==> src/rtl/ex_stage_fwd_mul_pkg.sv <==
// Shared encodings for the execute stage: op codes,
// forwarding selects and the multiply FSM states.
package ex_pkg;

   localparam logic [2:0] OP_ADD = 3'b000;
   localparam logic [2:0] OP_SUB = 3'b001;
   localparam logic [2:0] OP_AND = 3'b010;
   localparam logic [2:0] OP_OR  = 3'b011;
   localparam logic [2:0] OP_XOR = 3'b100;
   localparam logic [2:0] OP_SLT = 3'b101;
   localparam logic [2:0] OP_MUL = 3'b110;
   localparam logic [2:0] OP_RSV = 3'b111;

   localparam logic [1:0] FWD_RF     = 2'b00;
   localparam logic [1:0] FWD_MEMWB  = 2'b01;
   localparam logic [1:0] FWD_EXMEM  = 2'b10;
   localparam logic [1:0] FWD_NEWEST = 2'b11;

   typedef enum logic {
      IDLE = 1'b0,
      BUSY = 1'b1
   } state_t;

endpackage

==> src/rtl/ex_stage_fwd_mul_mul_seq.sv <==
// Iterative shift-add multiplier: one multiplier bit per clock,
// product exposes the accumulator including the current bit.
module mul_seq
   import ex_pkg::*;
#(
   parameter int DATA_W = 32
) (
   input  logic              clk,
   input  logic              rst,
   input  logic              start,
   input  logic              abort,
   input  logic [DATA_W-1:0] a,
   input  logic [DATA_W-1:0] b,
   output logic              busy,
   output logic              last,
   output logic [DATA_W-1:0] product
);

   localparam int CW = $clog2(DATA_W);

   logic [DATA_W-1:0] a_q;
   logic [DATA_W-1:0] b_q;
   logic [DATA_W-1:0] acc;
   logic [DATA_W-1:0] acc_next;
   logic [CW-1:0]     cnt;

   always_comb begin
      acc_next = acc;
      if (b_q[cnt]) begin
         acc_next = acc + (a_q << cnt);
      end
   end

   assign last    = busy && (cnt == CW'(DATA_W - 1));
   assign product = acc_next;

   always_ff @(posedge clk) begin
      if (rst) begin
         a_q  <= '0;
         b_q  <= '0;
         acc  <= '0;
         cnt  <= '0;
         busy <= 1'b0;
      end else if (abort) begin
         cnt  <= '0;
         busy <= 1'b0;
      end else if (start) begin
         a_q  <= a;
         b_q  <= b;
         acc  <= '0;
         cnt  <= '0;
         busy <= 1'b1;
      end else if (busy) begin
         acc <= acc_next;
         cnt <= cnt + CW'(1);
         if (last) begin
            busy <= 1'b0;
         end
      end
   end

endmodule

==> src/rtl/ex_stage_fwd_mul.sv <==
// Execute stage: operand forwarding, single-cycle ALU and an
// iterative multiply that stalls the front end while in flight.
module ex_stage_fwd_mul
   import ex_pkg::*;
#(
   parameter int DATA_W = 32
) (
   input  logic              clk,
   input  logic              rst,
   input  logic              valid_in,
   input  logic [2:0]        op,
   input  logic [DATA_W-1:0] rs1_data,
   input  logic [DATA_W-1:0] rs2_data,
   input  logic [DATA_W-1:0] imm,
   input  logic              alu_src,
   input  logic [4:0]        rd_in,
   input  logic              reg_write_in,
   input  logic [1:0]        forwardA,
   input  logic [1:0]        forwardB,
   input  logic [DATA_W-1:0] alu_out_EXMEM,
   input  logic [DATA_W-1:0] wb_data_MEMWB,
   input  logic              flush,
   output logic              stall_out,
   output logic [DATA_W-1:0] ex_result,
   output logic [4:0]        rd_out,
   output logic              reg_write_out,
   output logic              valid_out
);

   logic [DATA_W-1:0] a_fwd;
   logic [DATA_W-1:0] b_fwd;
   logic [DATA_W-1:0] b_op;
   logic [DATA_W-1:0] alu_res;
   logic [DATA_W-1:0] product;
   logic              slt;
   logic              is_mul;
   logic              start;
   logic              mul_busy;
   logic              mul_last;
   logic              rw_pend;
   state_t            state;
   state_t            state_nx;

   always_comb begin
      unique case (forwardA)
         FWD_RF:     a_fwd = rs1_data;
         FWD_MEMWB:  a_fwd = wb_data_MEMWB;
         FWD_EXMEM:  a_fwd = alu_out_EXMEM;
         FWD_NEWEST: a_fwd = alu_out_EXMEM;
         default:    a_fwd = rs1_data;
      endcase
   end

   always_comb begin
      unique case (forwardB)
         FWD_RF:     b_fwd = rs2_data;
         FWD_MEMWB:  b_fwd = wb_data_MEMWB;
         FWD_EXMEM:  b_fwd = alu_out_EXMEM;
         FWD_NEWEST: b_fwd = alu_out_EXMEM;
         default:    b_fwd = rs2_data;
      endcase
   end

   assign b_op   = alu_src ? imm : b_fwd;
   assign slt    = $signed(a_fwd) < $signed(b_op);
   assign is_mul = (op == OP_MUL);

   always_comb begin
      alu_res = '0;
      unique case (op)
         OP_ADD:  alu_res = a_fwd + b_op;
         OP_SUB:  alu_res = a_fwd - b_op;
         OP_AND:  alu_res = a_fwd & b_op;
         OP_OR:   alu_res = a_fwd | b_op;
         OP_XOR:  alu_res = a_fwd ^ b_op;
         OP_SLT:  alu_res = {{(DATA_W-1){1'b0}}, slt};
         OP_MUL:  alu_res = '0;
         OP_RSV:  alu_res = '0;
         default: alu_res = '0;
      endcase
   end

   always_comb begin
      state_nx  = state;
      stall_out = 1'b0;
      start     = 1'b0;
      unique case (state)
         IDLE: begin
            if (valid_in && is_mul && !flush) begin
               state_nx  = BUSY;
               start     = 1'b1;
               stall_out = 1'b1;
            end
         end
         BUSY: begin
            if (flush || mul_last) begin
               state_nx = IDLE;
            end
            stall_out = mul_busy && !mul_last;
         end
         default: state_nx = IDLE;
      endcase
      // Kills and resets must never hold the front end.
      if (rst || flush) begin
         stall_out = 1'b0;
      end
   end

   mul_seq #(
      .DATA_W (DATA_W)
   ) u_mul (
      .clk     (clk),
      .rst     (rst),
      .start   (start),
      .abort   (flush),
      .a       (a_fwd),
      .b       (b_op),
      .busy    (mul_busy),
      .last    (mul_last),
      .product (product)
   );

   always_ff @(posedge clk) begin
      if (rst) begin
         state         <= IDLE;
         ex_result     <= '0;
         rd_out        <= '0;
         reg_write_out <= 1'b0;
         valid_out     <= 1'b0;
         rw_pend       <= 1'b0;
      end else begin
         state         <= state_nx;
         reg_write_out <= 1'b0;
         valid_out     <= 1'b0;
         if (!flush) begin
            unique case (state)
               IDLE: begin
                  if (valid_in && is_mul) begin
                     rd_out  <= rd_in;
                     rw_pend <= reg_write_in;
                  end else if (valid_in) begin
                     ex_result     <= alu_res;
                     rd_out        <= rd_in;
                     reg_write_out <= reg_write_in;
                     valid_out     <= 1'b1;
                  end
               end
               BUSY: begin
                  if (mul_last) begin
                     ex_result     <= product;
                     reg_write_out <= rw_pend;
                     valid_out     <= 1'b1;
                  end
               end
               default: ;
            endcase
         end
      end
   end

endmodule

==> config.mk <==
export PLATFORM = sky130hd
export DESIGN_NAME = ex_stage_fwd_mul
export DESIGN_NICKNAME = d
export VERILOG_FILES = /design/src/rtl/ex_stage_fwd_mul_pkg.sv /design/src/rtl/ex_stage_fwd_mul_mul_seq.sv /design/src/rtl/ex_stage_fwd_mul.sv
export SDC_FILE = /design/constraint.sdc
export NUM_CORES = 1
export LEC_CHECK = 0
export BUFFER_PORTS_ARGS = -buffer_cell sky130_fd_sc_hd__buf_2
export CAP_MARGIN = 20
export CORE_MARGIN = 10
export CORE_UTILIZATION = 61
export CTS_CLUSTER_DIAMETER = 100
export DETAILED_ROUTE_END_ITERATION = 12
export GPL_TIMING_DRIVEN = 0
export PLACE_DENSITY = 0.88
export SYNTH_ARGS = -nofsm -noshare
export SYNTH_HDL_FRONTEND = slang
export SYNTH_SLANG_ARGS = --single-unit
==> constraint.sdc <==
create_clock -name clk -period 7.74 [get_ports clk]
set_input_delay 0.387 -clock clk [delete_from_list [all_inputs] [get_ports clk]]
set_output_delay 0.387 -clock clk [all_outputs]
set_load 0.1 [all_outputs]
==> run_results.csv <==
group,metric,value,unit
status,status,"completed",
die,core_area,25300,µm²
grt,grt_pass1_wl,104,mm
placement,place_area,17200,µm²
power_and_ir_drop,ir_worst_vdd,0.142,mV
logic_synthesis,ys_seq_area_share,18.2,%
setup_path,critPathRequiredTime,7980,ps
power_and_ir_drop,power,2.71,mW
timing,setup_viol,0,
timing,fin_crit,6750,ps
timing,skew,12.7,ps
clock_tree,cts_root_buffer,"clkbuf_16",
placement,io_buffers,212,
logic_synthesis,synth-edff-count,0,
die,die_height,180,µm
detailed_routing,vias,19100,
detailed_routing,vias_per_cell,6.97,
grt,antenna_found_initial,2,
power_and_ir_drop,p_per_area,152,nW/µm²
detailed_routing,firstDrtPassIters,8,
setup_path,cp-start-kind,"flop",
placement,dp_hpwl,55.9,mm
logic_synthesis,async_reset_ff_share,0,%
setup_path,endpoint_kind,"flop",
timing,worst_pin_slew,1190,ps
logic_synthesis,ys_ff_latch,143,
setup_path,path_max_fanout,10,
detailed_routing,drc,0,
power_and_ir_drop,power.leakage,7.60,nW
setup_path,cp.buffers_inverters,5,
clock_tree,clk_pin_slew,80,ps
logic_synthesis,synth_fp_nets,2466,
detailed_routing,drtIter0Drc,3138,
min_path,hold_class,"input pin to flop",
logic_synthesis,avgSynthCellArea,7.27,µm²
timing,timing.final.crit_share,87.3,%
timing,fmax,148,MHz
logic_synthesis,synth-main-ff-cell,"dfxtp_1",
clock_tree,cts_setup_buffers,0,
final_layout,area_growth,13.4,%
die,initial_core_util,62.2,%
grt,grt_max_degree,18,
die,die-area,32600,µm²
grt,grt_util_all_layers,40.1,%
clock_tree,h-tree-depth,4,
timing,drv_slew,0,
timing,relSlewSlack,20.1,%
logic_synthesis,synth.distinct_cells,96,
final_layout,final_nets,2704,
final_layout,post-route-cell-area,17800,µm²
clock_tree,clockBufferDepth,2,
logic_synthesis,yosys_warnings,0,
die,ios,218,
run,maxCapViolCount,0,
detailed_routing,routedWlPerCell,25.6,µm
die,die_width,180,µm
placement,gp_congestion,1.06,
clock_tree,numCtsBuffers,17,
grt,grt_pass1_vias,17800,
clock_tree,hold_buffers,0,
setup_path,cp_slowest_cell,"clkbuf_1",
grt,grt.overflow.total,0,
setup_path,cpPeakStageDelay,720,ps
timing,rsz0062_at_grt,"false",
final_layout,drive_gt1_share,15.0,%
clock_tree,cts_sinks,143,
detailed_routing,drtAntennaViolNets,0,
timing,setup_tns,0,ps
timing,hold_viol,0,
clock_tree,cts.repair.resized,0,
setup_path,cp_top_family,"compound AO/OA/AOI/OAI gates",
setup_path,arrival,7000,ps
logic_synthesis,syn-cell-area,15700,µm²
setup_path,path_cells,"clkbuf_1 -> buf_2 -> buf_1 -> clkbuf_1 -> mux4_2 -> nand2_1 -> nand2_1 -> o21ai_0 -> nor2_1 -> ha_1 -> clkbuf_1 -> nand2_1 -> nor2_1 -> a211oi_1 -> a41oi_1 -> a211oi_1 -> o21ai_0 -> xor2_1 -> a221oi_1 -> a31oi_1",
detailed_routing,routed_wl,70.2,mm
clock_tree,cts_tree,"built",
die,rows,58,
setup_path,critPathKind,"flop to flop",
logic_synthesis,synth_cells,2161,
clock_tree,insertion_delay,440,ps
==> synthesized netlist by cell type, types with 19 or more instances <==
| cell | n | area share [%] |
|---|---|---|
| ha_1 | 124 | 9.9 |
| inv_1 | 111 | 2.7 |
| dfxtp_1 | 143 | 18 |
| clkbuf_1 | 107 | 2.6 |
| o21bai_1 | 20 | 0.96 |
| o21ai_0 | 104 | 3.3 |
| mux2i_1 | 92 | 5.9 |
| nand2b_1 | 19 | 0.76 |
| nor2_1 | 259 | 6.2 |
| buf_1 | 23 | 0.55 |
| a21oi_1 | 288 | 9.2 |
| nand2_1 | 268 | 6.4 |
| nor3_1 | 32 | 1.0 |
| o22ai_1 | 30 | 1.2 |
| mux4_2 | 38 | 5.4 |
| a21o_1 | 27 | 1.3 |
| xnor2_1 | 45 | 2.5 |
| nand3_1 | 30 | 0.96 |
| a211oi_1 | 69 | 3.3 |
==> state kept, by name, summed over array words and instances, names as in the netlist <==
| register | flops |
|---|---|
| ex_result | 32 |
| rd_out | 5 |
| reg_write_out | 1 |
| rw_pend | 1 |
| state | 1 |
| u_mul.a_q | 32 |
| u_mul.acc | 32 |
| u_mul.b_q | 32 |
| u_mul.busy | 1 |
| u_mul.cnt | 5 |
| valid_out | 1 |
==> area by class of cell <==
| type | instances | area [µm²] |
|---|---|---|
| sequential | 143 | 2860 |
| fill | 2077 | 7440 |
| buffer | 148 | 593 |
| clock inverter | 15 | 165 |
| multi-input combinational | 1754 | 11800 |
| tap | 330 | 413 |
| clock buffer | 17 | 425 |
| antenna | 1 | 2.50 |
| timing repair buffer | 219 | 1110 |
| inverter | 116 | 435 |
==> metal layers <==
layer  vias up  GRT usage [%]  routed length, µm
met5         -              0                  0
met2      1649           62.5              30500
met4         0           28.1               5770
met1      8810           48.2              25400
met3       377           8.92               8420
li1       8293              -                  -
==> metrics by stage <==
stage / cells / hold WS (ps) / utilization [%] / setup slack, ps
5_1_grt: 2742 / 214 / 70.5 / 901
3_3_place_gp: 2703 / 446 / 68.0 / 1410
3_5_place_dp: 2708 / 451 / 68.1 / 1370
4_1_cts: 2740 / 190 / 70.5 / 1370
6_report: 2743 / 193 / 70.5 / 986
2_1_floorplan: 2161 / 433 / - / 2950
==> worst register-to-register path, cell delays in order (launching register included) <==
cell,delay (ps)
dfxtp_1,340
clkbuf_1,720
buf_2,400
buf_1,430
clkbuf_1,500
mux4_2,440
nand2_1,100
nand2_1,70
o21ai_0,240
nor2_1,160
ha_1,300
clkbuf_1,170
nand2_1,100
nor2_1,50
a211oi_1,320
a41oi_1,390
a211oi_1,520
o21ai_0,180
xor2_1,200
a221oi_1,660
a31oi_1,270
==> power by group <==
part,internal (mW),switching [mW]
Clock,0.434,0.405
Combinational,0.352,0.749
Sequential,0.754,0.0165
==> cell families after synthesis <==
group	count (synthesis)	share of synthesized area (%)
XOR/XNOR	61	3.40
adder cells (fa/ha/maj)	127	10.3
multiplexers	142	12.3
AND/OR/NAND/NOR	697	19.2
AO/OA/AOI/OAI	727	30.0
buffers and inverters	264	6.55
flip-flops	143	18.2
==> final timing paths <==
| check | startpoint | endpoint | slack [ps] | depth (start not counted) |
|---|---|---|---|---|
| min reg2reg | rw_pend | rw_pend | 470 | 2 |
| max | u_mul.cnt[1] | ex_result[20] | 990 | 20 |
| min | rd_in[4] | rd_out[4] | 190 | 3 |
| max reg2reg | u_mul.cnt[1] | ex_result[20] | 990 | 20 |
==> cells in the final DEF (no fill, tap or decap), types with 19 or more instances in the layout <==
cell	instances
nand2b_1	19
a211oi_1	69
nand3_1	30
nand2_1	268
buf_2	229
xnor2_1	45
a21o_1	27
o21bai_1	20
nor3_1	32
o21ai_0	103
a21oi_1	288
mux2i_1	92
nor2_1	259
o22ai_1	30
mux4_2	38
inv_1	111
clkbuf_1	107
ha_1	124
buf_1	23
dfxtp_1	143
Note: power is estimated with default switching activity, not from simulation.
